$ cat src/rtl/fetch_pkg.sv
// Shared fetch types and defaults: PC/data widths, reset PC, prefetch depth.
// No logic; imported by the fetch unit and its prefetch FIFO.
package fetch_pkg;

  localparam int FETCH_ADDR_WIDTH = 16;
  localparam int FETCH_DATA_WIDTH = 16;

  localparam logic [FETCH_ADDR_WIDTH-1:0] RESET_PC_DEFAULT    = 16'h0000;
  localparam int                          FETCH_DEPTH_DEFAULT = 4;

  typedef struct packed {
    logic [FETCH_ADDR_WIDTH-1:0] pc;
    logic [FETCH_DATA_WIDTH-1:0] data;
  } fetch_entry_t;

endpackage

$ cat src/rtl/fetch_fifo.sv
// Prefetch FIFO of {pc, data} entries; head is presented combinationally.
// Push/pop take effect at the edge; flush beats push and pop.
// Backpressure: the caller never pushes when full and never pops when empty.
module fetch_fifo
  import fetch_pkg::*;
#(
  parameter type entry_t = fetch_entry_t,
  parameter int  DEPTH   = FETCH_DEPTH_DEFAULT,
  localparam int PW      = $clog2(DEPTH),
  localparam int CW      = $clog2(DEPTH + 1)
) (
  input  logic          clk,
  input  logic          flush,
  input  logic          push,
  input  entry_t        push_data,
  input  logic          pop,
  output logic [CW-1:0] count,
  output entry_t        head
);

  entry_t          mem_q [DEPTH];
  entry_t          mem_d [DEPTH];
  logic [PW-1:0]   rd_ptr_q, rd_ptr_d;
  logic [PW-1:0]   wr_ptr_q, wr_ptr_d;
  logic [CW-1:0]   count_q, count_d;

  // DEPTH is a power of two, so the pointers wrap by plain overflow.
  always_comb begin
    mem_d    = mem_q;
    rd_ptr_d = rd_ptr_q;
    wr_ptr_d = wr_ptr_q;
    count_d  = count_q;
    if (flush) begin
      rd_ptr_d = '0;
      wr_ptr_d = '0;
      count_d  = '0;
    end else begin
      if (push) begin
        mem_d[wr_ptr_q] = push_data;
        wr_ptr_d        = wr_ptr_q + PW'(1);
      end
      if (pop) begin
        rd_ptr_d = rd_ptr_q + PW'(1);
      end
      count_d = count_q + CW'(push) - CW'(pop);
    end
  end

  always_ff @(posedge clk) begin
    mem_q    <= mem_d;
    rd_ptr_q <= rd_ptr_d;
    wr_ptr_q <= wr_ptr_d;
    count_q  <= count_d;
  end

  assign count = count_q;
  assign head  = mem_q[rd_ptr_q];

endmodule

$ cat src/rtl/instr_fetch.sv
// Instruction fetch: drives the ROM address, captures the registered ROM word
// one cycle later and queues {pc, data} for the decoder; redirect flushes all.
// Backpressure: issue stops once buffered plus in-flight words reach DEPTH.
module instr_fetch
  import fetch_pkg::*;
#(
  parameter int                    ADDR_WIDTH = FETCH_ADDR_WIDTH,
  parameter int                    DATA_WIDTH = FETCH_DATA_WIDTH,
  parameter int                    DEPTH      = FETCH_DEPTH_DEFAULT,
  parameter logic [ADDR_WIDTH-1:0] RESET_PC   = RESET_PC_DEFAULT
) (
  input  logic                  clk,
  input  logic                  reset_n,
  output logic [ADDR_WIDTH-1:0] rom_addr,
  input  logic [DATA_WIDTH-1:0] rom_data,
  input  logic                  redirect,
  input  logic [ADDR_WIDTH-1:0] redirect_pc,
  output logic                  instr_valid,
  output logic [DATA_WIDTH-1:0] instr_data,
  output logic [ADDR_WIDTH-1:0] instr_pc,
  input  logic                  instr_ready
);

  localparam int CW = $clog2(DEPTH + 1);

  typedef struct packed {
    logic [ADDR_WIDTH-1:0] pc;
    logic [DATA_WIDTH-1:0] data;
  } if_entry_t;

  logic [ADDR_WIDTH-1:0] fetch_pc_q, fetch_pc_d;
  logic                  inflight_v_q, inflight_v_d;
  logic [ADDR_WIDTH-1:0] inflight_pc_q, inflight_pc_d;

  logic [CW-1:0] count;
  logic [CW:0]   occupancy;
  logic          issue;
  logic          flush;
  logic          push;
  logic          pop;
  if_entry_t     push_data;
  if_entry_t     head;

  // Issue ignores a same-cycle pop so the FIFO can never overflow.
  always_comb begin
    occupancy      = {1'b0, count} + (CW + 1)'(inflight_v_q);
    issue          = !redirect && (occupancy < (CW + 1)'(DEPTH));
    flush          = !reset_n || redirect;
    push           = inflight_v_q && !flush;
    pop            = instr_valid && instr_ready && !flush;
    push_data.pc   = inflight_pc_q;
    push_data.data = rom_data;
  end

  always_comb begin
    fetch_pc_d    = fetch_pc_q;
    inflight_v_d  = issue;
    inflight_pc_d = inflight_pc_q;
    if (redirect) begin
      fetch_pc_d = redirect_pc;
    end else if (issue) begin
      fetch_pc_d    = fetch_pc_q + ADDR_WIDTH'(1);
      inflight_pc_d = fetch_pc_q;
    end
  end

  always_ff @(posedge clk) begin
    if (!reset_n) begin
      fetch_pc_q    <= RESET_PC;
      inflight_v_q  <= 1'b0;
      inflight_pc_q <= '0;
    end else begin
      fetch_pc_q    <= fetch_pc_d;
      inflight_v_q  <= inflight_v_d;
      inflight_pc_q <= inflight_pc_d;
    end
  end

  fetch_fifo #(
    .entry_t (if_entry_t),
    .DEPTH   (DEPTH)
  ) u_fifo (
    .clk       (clk),
    .flush     (flush),
    .push      (push),
    .push_data (push_data),
    .pop       (pop),
    .count     (count),
    .head      (head)
  );

  assign rom_addr    = fetch_pc_q;
  assign instr_valid = (count != '0);
  assign instr_data  = instr_valid ? head.data : '0;
  assign instr_pc    = instr_valid ? head.pc : '0;

endmodule

$ cat config.mk
export PLATFORM = sky130hd
export DESIGN_NAME = instr_fetch
export DESIGN_NICKNAME = d
export VERILOG_FILES = /design/src/rtl/fetch_pkg.sv /design/src/rtl/fetch_fifo.sv /design/src/rtl/instr_fetch.sv
export SDC_FILE = /design/constraint.sdc
export NUM_CORES = 1
export LEC_CHECK = 0
export CAP_MARGIN = 20
export CORE_MARGIN = 1.5
export CORE_UTILIZATION = 45
export CTS_CLUSTER_DIAMETER = 200
export CTS_CLUSTER_SIZE = 30
export DETAILED_ROUTE_END_ITERATION = 10
export GPL_TIMING_DRIVEN = 0
export PLACE_DENSITY_LB_ADDON = 0.12
export REMOVE_ABC_BUFFERS = 1
export SETUP_SLACK_MARGIN = 0.4
export SYNTH_ARGS = -nofsm -noshare
export SYNTH_HDL_FRONTEND = slang
export SYNTH_SLANG_ARGS = --single-unit
$ cat constraint.sdc
create_clock -name clk -period 6.04 [get_ports clk]
set_clock_uncertainty 0.1 [all_clocks]
set_input_delay 1.51 -clock clk [delete_from_list [all_inputs] [get_ports clk]]
set_output_delay 1.51 -clock clk [all_outputs]
set_load 0.05 [all_outputs]
==> key figures <==
Critical path
  – Critical Path, Cell by Cell: buf_12, mux4_2, and2_1, clkdlybuf4s50_1
  – Worst path arrival time: 2810 ps
  – CP Capture Type: primary output
  – CP top delay family: buffers and inverters
  – Crit-path max FO: 20
  – Kind of start point of the critical path: flop
  – Critical path type: reg -> out
  – CP bufs+invs: 2
  – Crit-path slowest cell: dfxtp_2
  – CP max stage delay: 690 ps
  – CP required: 4430 ps

Logic synthesis
  – Synth Area in Simple Gates: 0.0976
  – Synth top area cells: edfxtp_1, dfxtp_1, mux4_2
  – Count leader, synth: edfxtp_1
  – Distinct cells, synth: 45
  – Gate Count Post-Synth: 443
  – Most used DFF post-synth: edfxtp_1
  – Xor and xnor area share after synthesis: 0.00642
  – Post-synth top area share: 0.564
  – Synth top cells by count: edfxtp_1, dfxtp_1, o21ai_0, and2_1, mux4_2
  – Largest family of logic cells by synthesized area: multiplexers
  – Flops & latches, synth: 168
  – Synth Area in Compound Gates: 0.0655
  – Adder-Cell Fraction of Synth Area: 0.0176
  – Post-synthesis mux area share: 0.107
  – Async S/R FF share, synth: 0
  – Syn avg cell area: 15.4 µm²
  – Cell Area, Synth: 0.00682 mm²
  – Post-synth top area cell: edfxtp_1
  – Post-synthesis sequential area ratio: 0.681
  – YS warnings: 0
  – Number of synthesized flops with an enable pin: 128

Pwr
  – Pleak: 0.00278 µW
  – Pwr dens: 290 mW/mm²
  – Max VDD drop: 187 µV

Place
  – Placed Cells incl. Taps: 684
  – Detailed Place HPWL: 7610 µm
  – RePlAce Congestion: 0.798
  – I/O Buffers: 84
  – DP Worst Slack: 1220 ps

Finish
  – Post-Layout Cell Count: 715
  – Fraction of layout cells with a size suffix above 1: 0.132
  – Nets@finish: 565
  – Area delta synth->final: 23.4%
  – N_diodes: 0
  – Fill cells: 1162

CTS
  – Hold Buf Count CTS: 0
  – Clock net sink count: 168
  – H-tree depth: 4
  – CTS tree: done
  – Clk slew on worst S/H paths: 60 ps
  – TritonCTS buffer count: 17
  – Clock latency on the worst-skew pair: 410 ps
  – Clock Path Buffers: 2
  – Root Buffer: clkbuf_16
  – Post-cts gate resize count: 0
  – Post-CTS setup buffers: 0

STA
  – Slew HR: 0.388
  – Crit share post-route: 0.733
  – Setup total negative slack: 0 ps
  – Final hold vios: 0
  – Final critical-path required period: 4420 ps
  – RSZ-0062 raised after global routing: no
  – Final Max Tran Viols: 0
  – # setup viols final: 0
  – Worst-margin pin slew: 915 ps
  – Setup WS post-layout: 1620 ps
  – Achievable clock frequency: 226 MHz

Floorplanning
  – Die area: 0.0159 mm²
  – Top Ports: 85
  – Die height: 126 µm
  – Core Footprint: 0.0146 mm²
  – Die width: 126 µm
  – Core Rows: 44
  – Initial Util: 0.466

Detailed routing
  – # DRC: 4
  – Total Wirelength: 12900 µm
  – First DRT Iteration DRCs: 329
  – Routed Antenna Nets: 0
  – Routed vias/inst: 5.58
  – Vias: 3991
  – Drt pass-1 iters: 10
  – DR WL/cell: 18.1 µm

Global route
  – Number of antenna violations at the first check in global routing: 0
  – Global-route wire length before repair: 20900 µm
  – Vias in the first global route: 3987
  – Global route overflow: 0
  – Largest net degree at the start of global routing: 45
  – GRT Overall Usage: 0.173

Outcome
  – Failing checks: design-rule violations
  – Status: complete, but fails checks

Flow run
  – Max_cap viols: 0

Worst hold path
  – Worst min path class: reg -> reg
final cells by class:
cell class | count | area [µm²] | share of cell area
clock buffer | 26 | 489 | 0.0581
clock inverter | 4 | 70.1 | 0.00833
inverter | 7 | 26.3 | 0.00312
multi-input combinational | 237 | 2010 | 0.239
sequential | 168 | 4650 | 0.552
tap | 184 | 230 | 0.0274
timing repair buffer | 89 | 943 | 0.112
power breakdown:
group	internal, µW	leakage, µW	switching, µW
Clock	636	0.000274	392
Sequential	1260	0.00155	22.0
Combinational	56.2	0.000949	75.5
Total	1950	0.00278	490
metal layers:
metal	GRT usage	vias to the layer above	share of wire
li1	-	1885	-
met1	0.228	1963	0.46
met2	0.278	131	0.48
met3	0.0455	12	0.051
met4	0.0669	0	0.013
met5	0	-	0
cell usage in the layout, fill, tap and decap left out, drive strengths merged, types with 2 or more instances in the layout:
cell type      synthesis  final
a21oi                 16     16
a31oi                 10     10
and2                  34     34
and3                   6      6
and4                   4      4
buf                    8      5
bufinv                 0      2
clkbuf                23     26
clkdlybuf4s50          0     84
clkinv                 1      3
dfxtp                 40     40
edfxtp               128    128
ha                     8      8
inv                    6      6
mux4                  32     32
nand2                 11     11
nand2b                 3      3
nand3                 26     26
nand4                  2      2
nor2                  10     10
nor3                   2      2
nor4                   2      2
o21ai                 34     34
o31a                   2      2
o31ai                  6      6
or3                    4      4
or4                    7      7
xnor2                  4      4
stage by stage:
stage	utilization	hold slack, ps	cell area (µm²)	total power, µW
after global routing	0.575	416	8410	2520
after CTS	0.573	400	8390	2460
after global placement	0.529	367	7750	1430
after floorplan	-	354	6680	1370
final	0.575	398	8410	2440
after detailed placement	0.534	386	7830	1430
sequential cells by signal (all words and copies together), names as in the netlist:
signal and count:
inflight_pc_q 16, u_fifo.count 3, u_fifo.mem_q 128, u_fifo.rd_ptr_q 2, u_fifo.wr_ptr_q 2, rom_addr 16
inflight_v_q 1
kinds of logic (layout without fill, tap and decap cells):
kind of cell               count (synthesis)  in the layout
and+or+nand+nor                          115            115
adders and majority gates                  9              9
muxes                                     33             33
AOI/OAI and AO/OA                         75             75
DFF                                      168            168
xor gates and xnor gates                   5              5
buffers and inverters                     38            126
final timing paths:
check                                                startpoint                         end  slack [ps]  cells past startpoint
worst max-delay path            u_fifo.rd_ptr_q[0]$_SDFFE_PP0P_                 instr_pc[2]        1620                      4
worst min-delay path              inflight_pc_q[5]$_SDFFE_PN0P_  u_fifo.mem_q[21]$_DFFE_PP_         400                      0
worst max register to register       u_fifo.count[1]$_SDFF_PP0_  u_fifo.count[2]$_SDFF_PP0_        3450                      9
worst min register to register    inflight_pc_q[5]$_SDFFE_PN0P_  u_fifo.mem_q[21]$_DFFE_PP_         400                      0
Power figures use the tool's default switching activity.
